$ cat src/rtl/game_pkg.sv
// Shared types and constants for the tug-of-war match controller.
package game_pkg;

  typedef enum logic [2:0] {
    IDLE,
    COUNTDOWN,
    PLAY,
    ROUNDEND,
    MATCHOVER
  } state_t;

  localparam logic [1:0] WIN_NONE = 2'b00;
  localparam logic [1:0] WIN_P1   = 2'b01;
  localparam logic [1:0] WIN_P2   = 2'b10;

  localparam int SCORE_W = 3;

endpackage

$ cat src/rtl/cycle_timer.sv
// Loadable down-counter. done is high while the count sits at zero.
module cycle_timer #(
  parameter int TIMER_W = 8
) (
  input  logic               clk,
  input  logic               reset,
  input  logic               load,
  input  logic [TIMER_W-1:0] value,
  output logic               done
);

  logic [TIMER_W-1:0] count;

  // Holds at zero rather than wrapping, so done stays valid until the next load.
  always_ff @(posedge clk) begin
    if (reset) begin
      count <= '0;
    end else if (load) begin
      count <= value;
    end else if (count != '0) begin
      count <= count - 1'b1;
    end
  end

  assign done = (count == '0);

endmodule

$ cat src/rtl/match_sequencer.sv
// Match controller: countdown, play, round hold and match-over sequencing
// with both scores and the winner code kept in registers.
module match_sequencer
  import game_pkg::*;
#(
  parameter int WIN_SCORE        = 5,
  parameter int COUNTDOWN_CYCLES = 4,
  parameter int HOLD_CYCLES      = 3,
  parameter int TIMER_W          = 8
) (
  input  logic               clk,
  input  logic               reset,
  input  logic               start,
  input  logic               p1Win,
  input  logic               p2Win,
  output logic               playEnable,
  output logic               nextRound,
  output logic [SCORE_W-1:0] p1Score,
  output logic [SCORE_W-1:0] p2Score,
  output logic               matchOver,
  output logic [1:0]         winner
);

  localparam logic [TIMER_W-1:0] CD_LOAD   = TIMER_W'(COUNTDOWN_CYCLES - 1);
  localparam logic [TIMER_W-1:0] HOLD_LOAD = TIMER_W'(HOLD_CYCLES - 1);
  localparam logic [SCORE_W-1:0] WIN_S     = SCORE_W'(WIN_SCORE);

  state_t             state;
  logic               timer_load;
  logic [TIMER_W-1:0] timer_value;
  logic               timer_done;
  logic               p1_round;
  logic               p2_round;
  logic               match_won;

  assign p1_round  = p1Win & ~p2Win;
  assign p2_round  = p2Win & ~p1Win;
  assign match_won = (p1Score == WIN_S) || (p2Score == WIN_S);

  // The timer loads on the same edge that enters a timed state.
  always_comb begin
    timer_load  = 1'b0;
    timer_value = CD_LOAD;
    case (state)
      IDLE, MATCHOVER: begin
        timer_load = start;
      end
      PLAY: begin
        timer_load  = p1_round | p2_round;
        timer_value = HOLD_LOAD;
      end
      ROUNDEND: begin
        timer_load = timer_done & ~match_won;
      end
      default: ;
    endcase
  end

  cycle_timer #(.TIMER_W(TIMER_W)) u_timer (
    .clk   (clk),
    .reset (reset),
    .load  (timer_load),
    .value (timer_value),
    .done  (timer_done)
  );

  always_ff @(posedge clk) begin
    if (reset) begin
      state      <= IDLE;
      p1Score    <= '0;
      p2Score    <= '0;
      playEnable <= 1'b0;
      nextRound  <= 1'b0;
      matchOver  <= 1'b0;
      winner     <= WIN_NONE;
    end else begin
      nextRound <= 1'b0;
      case (state)
        IDLE, MATCHOVER: begin
          if (start) begin
            state     <= COUNTDOWN;
            p1Score   <= '0;
            p2Score   <= '0;
            winner    <= WIN_NONE;
            matchOver <= 1'b0;
          end
        end
        COUNTDOWN: begin
          if (timer_done) begin
            state      <= PLAY;
            playEnable <= 1'b1;
          end
        end
        PLAY: begin
          // A simultaneous pair of pulses is a tie and leaves play running.
          if (p1_round || p2_round) begin
            state      <= ROUNDEND;
            playEnable <= 1'b0;
            if (p1_round) p1Score <= p1Score + 1'b1;
            else          p2Score <= p2Score + 1'b1;
          end
        end
        ROUNDEND: begin
          if (timer_done) begin
            nextRound <= 1'b1;
            if (match_won) begin
              state     <= MATCHOVER;
              matchOver <= 1'b1;
              winner    <= (p1Score == WIN_S) ? WIN_P1 : WIN_P2;
            end else begin
              state <= COUNTDOWN;
            end
          end
        end
        default: begin
          state      <= IDLE;
          playEnable <= 1'b0;
          matchOver  <= 1'b0;
        end
      endcase
    end
  end

endmodule
$ cat config.mk
export PLATFORM = sky130hd
export DESIGN_NAME = match_sequencer
export DESIGN_NICKNAME = d
export VERILOG_FILES = /design/src/rtl/game_pkg.sv /design/src/rtl/cycle_timer.sv /design/src/rtl/match_sequencer.sv
export SDC_FILE = /design/constraint.sdc
export NUM_CORES = 1
export LEC_CHECK = 0
export CAP_MARGIN = 20
export CORE_UTILIZATION = 58
export CTS_CLUSTER_SIZE = 28
export DETAILED_ROUTE_END_ITERATION = 7
export PLACE_DENSITY = 0.83
export SLEW_MARGIN = 5
export SYNTH_ARGS = -nofsm -noshare
export SYNTH_HDL_FRONTEND = slang
export SYNTH_HIERARCHICAL = 1
export SYNTH_SLANG_ARGS = --single-unit
$ cat constraint.sdc
create_clock -name clk -period 3.85 [get_ports clk]
set_clock_uncertainty 0.05 [all_clocks]
set_input_delay 1.155 -clock clk [delete_from_list [all_inputs] [get_ports clk]]
set_output_delay 1.155 -clock clk [all_outputs]
set_load 0.005 [all_outputs]
==> results.toml <==
[drt]
wl_per_cell_um = 13.9
drtAntennaViolNets = 0
vias_per_cell = 5.81
drc = 0
dr.first_iter.drc_count = 22
dr.pass1.iters = 5
routed_wirelength_mm = 2.65
vias = 1110

[placed_design]
dp_slack_ps = 695
port_buffers = 15
gp_congestion = 0.871
hpwl_mm = 1.91
placed_area_mm2 = 0.00146

[grt]
grt_max_degree = 17
antenna_found_initial = 0
grt_pass1_wl_mm = 4.56
gr-total-overflow = 0
grt_usage_pct = 24.8
first_global_vias = 1026

[final_layout]
fin_nets = 176
fin_area_mm2 = 0.00150
final_util_pct = 74.2
area_delta_synth_final_pct = 16.3
mostFrequentLayoutCell = "dfxtp_1"
num_antenna_cells = 0
layout-drive-gt1-share_pct = 9.76
mostFrequentLayoutCells = "dfxtp_1, nand2_1, clkdlybuf4s50_1, inv_1, conb_1"
fillers = 154

[critical_path]
crit_slowest_cell = "clkdlybuf4s50_1"
cp_max_fo = 14
startpoint_type = "input pin"
slowest_delay_ps = 470
cp.arrival_ps = 3030
path_cells = "clkdlybuf4s50_1, inv_1, ha_1, o31a_1, o22ai_1, buf_4, or2_2, o32ai_1"
worstPathRequired_ps = 4030
worstSetupPathType = "in -> reg"
crit_start = "p2Win"
regToRegStartpoint = "u_timer/count[0]"
cp-end-kind = "flop"

[cts]
clkLatencyLatePin_ps = 310
cts_buffer_depth = 2
root_buffer = "clkbuf_4"
post_cts_resized = 0
htreeDepth = 1
post-cts-setup-buffers = 0
cts.clk_slew.worst_paths_ps = 120
numCtsBuffers = 3
cts_tree = "done"
cts.sinks = 22
hold_buffers = 0

[floorplan]
dieArea_mm2 = 0.00242
fp.dieH_um = 49.2
num_io_pins = 16
fp-row-count = 16
core_area_mm2 = 0.00202
start_util_pct = 63.8
die_x_um = 49.2

[synth]
syn_avg_cell_area_um2 = 8.90
synth-main-ff-cell = "dfxtp_1"
yosysSeqAreaShare_pct = 34.1
syn_area_mm2 = 0.00129
yosys_warnings = 6
synth_edf_count = 0
netlist-cell-type-count = 53
ys_async_sr_fraction_pct = 0
syn_inst = 145
ys_ff_latch = 22

[timing]
post-route-period-util_pct = 73.9
rsz0062_at_grt = "no"
slew_violations = 0
fin_crit_ps = 2850
setup_violations = 0
clock.fmax_ghz = 0.351
final.setup.worst_slack_ps = 1000
hold_viol_final = 0
finalSetupTns_ps = 0

[run_status]
status = "finished clean"

[pwr]
ir_worst_vdd_v = 0.000419
total_power_w = 0.000772
p_sw_w = 0.000294
clkPwrFrac_pct = 16.9
seq_power_share_pct = 43.6
intPower_w = 0.000478
powerDensity_mw_per_mm2 = 515
switching_share_pct = 38.1
combinationalPowerShare_pct = 39.6
p_leak_nw = 0.557

[worst_hold_path]
hold_start = "winner[1]"
hold_class = "reg -> reg"

[job]
cap_violations = 0
[worst paths after layout]
kind	endpoint	slack, ps	depth (start not counted)
max	u_timer/count[3]	1000	8
min	winner[1]	420	2
max reg2reg	u_timer/count[3]	1430	8
min reg2reg	winner[1]	420	2
[synth_stat cells, drive strengths merged (2+ instances only)]
cell type	number	share of area [%]
nor2b	5	2.4
dfxtp	22	34
o211ai	3	2.5
nand3	2	0.78
nor3	6	2.7
o21ai	3	1.2
inv	10	2.9
o32ai	5	4.0
a211oi	3	1.7
xnor2	3	2.0
mux2i	5	3.9
nand4	2	0.97
a21oi	3	1.2
and4bb	2	1.9
nand2	20	6.0
conb	2	0.58
ha	6	5.8
o22ai	3	1.5
clkbuf	2	0.58
nand4b	3	2.0
nor3b	2	1.2
nor2	6	1.7
buf	5	2.8
[registers in the layout, summed over array words and instances, names as in the netlist]
| signal | count |
|---|---|
| u_timer/count | 8 |
| p1Score | 3 |
| p2Score | 3 |
| state | 3 |
| winner | 2 |
| matchOver | 1 |
| nextRound | 1 |
| playEnable | 1 |
[logic make-up after synthesis]
group	after synthesis	synth area share (%)
simple gates	58	27.3
compound gates	31	19.3
flops	22	34.1
buf+inv	17	6.30
fa+ha+maj	6	5.82
mux	5	3.88
xor+xnor	4	2.72
other cells	2	0.582
[stage by stage]
step,instances,hold WS (ps)
6_report,191,419
5_1_grt,191,431
4_1_cts,191,420
3_5_place_dp,187,402
3_3_place_gp,187,396
2_1_floorplan,150,401
[routing by layer]
metal	up-vias	GRT usage (%)	part of all wire (%)
li1	557	-	-
met4	0	11.3	1.8
met3	7	4.05	4.0
met1	515	34.5	48
met2	31	37.2	46
met5	-	0	0
[worst max-delay path, delay by kind of cell]
family	cells	cell delay, ps
AOI/OAI and AO/OA	3	460
adders and majority gates	1	350
buffers and inverters	3	720
and+or+nand+nor	1	340
[cell type report]
class                           count  area (µm²)  area share [%]
Tap cell                           27        33.8            2.25
Clock buffer                        4        36.3            2.42
Timing Repair Buffer               17         165            11.0
Multi-Input combinational cell    111         787            52.5
Sequential cell                    22         440            29.4
Inverter                           10        37.5            2.50
[power by group through the flow]
stage | clock (W) | sequential (W) | combinational [W]
floorplan | 0 | 0.000319 | 0.000267
global placement | 0 | 0.000337 | 0.000291
detailed placement | 0 | 0.000341 | 0.000300
CTS | 0.000133 | 0.000335 | 0.000304
global route | 0.000144 | 0.000345 | 0.000339
finish | 0.000130 | 0.000336 | 0.000305
Power figures use the tool's default switching activity.
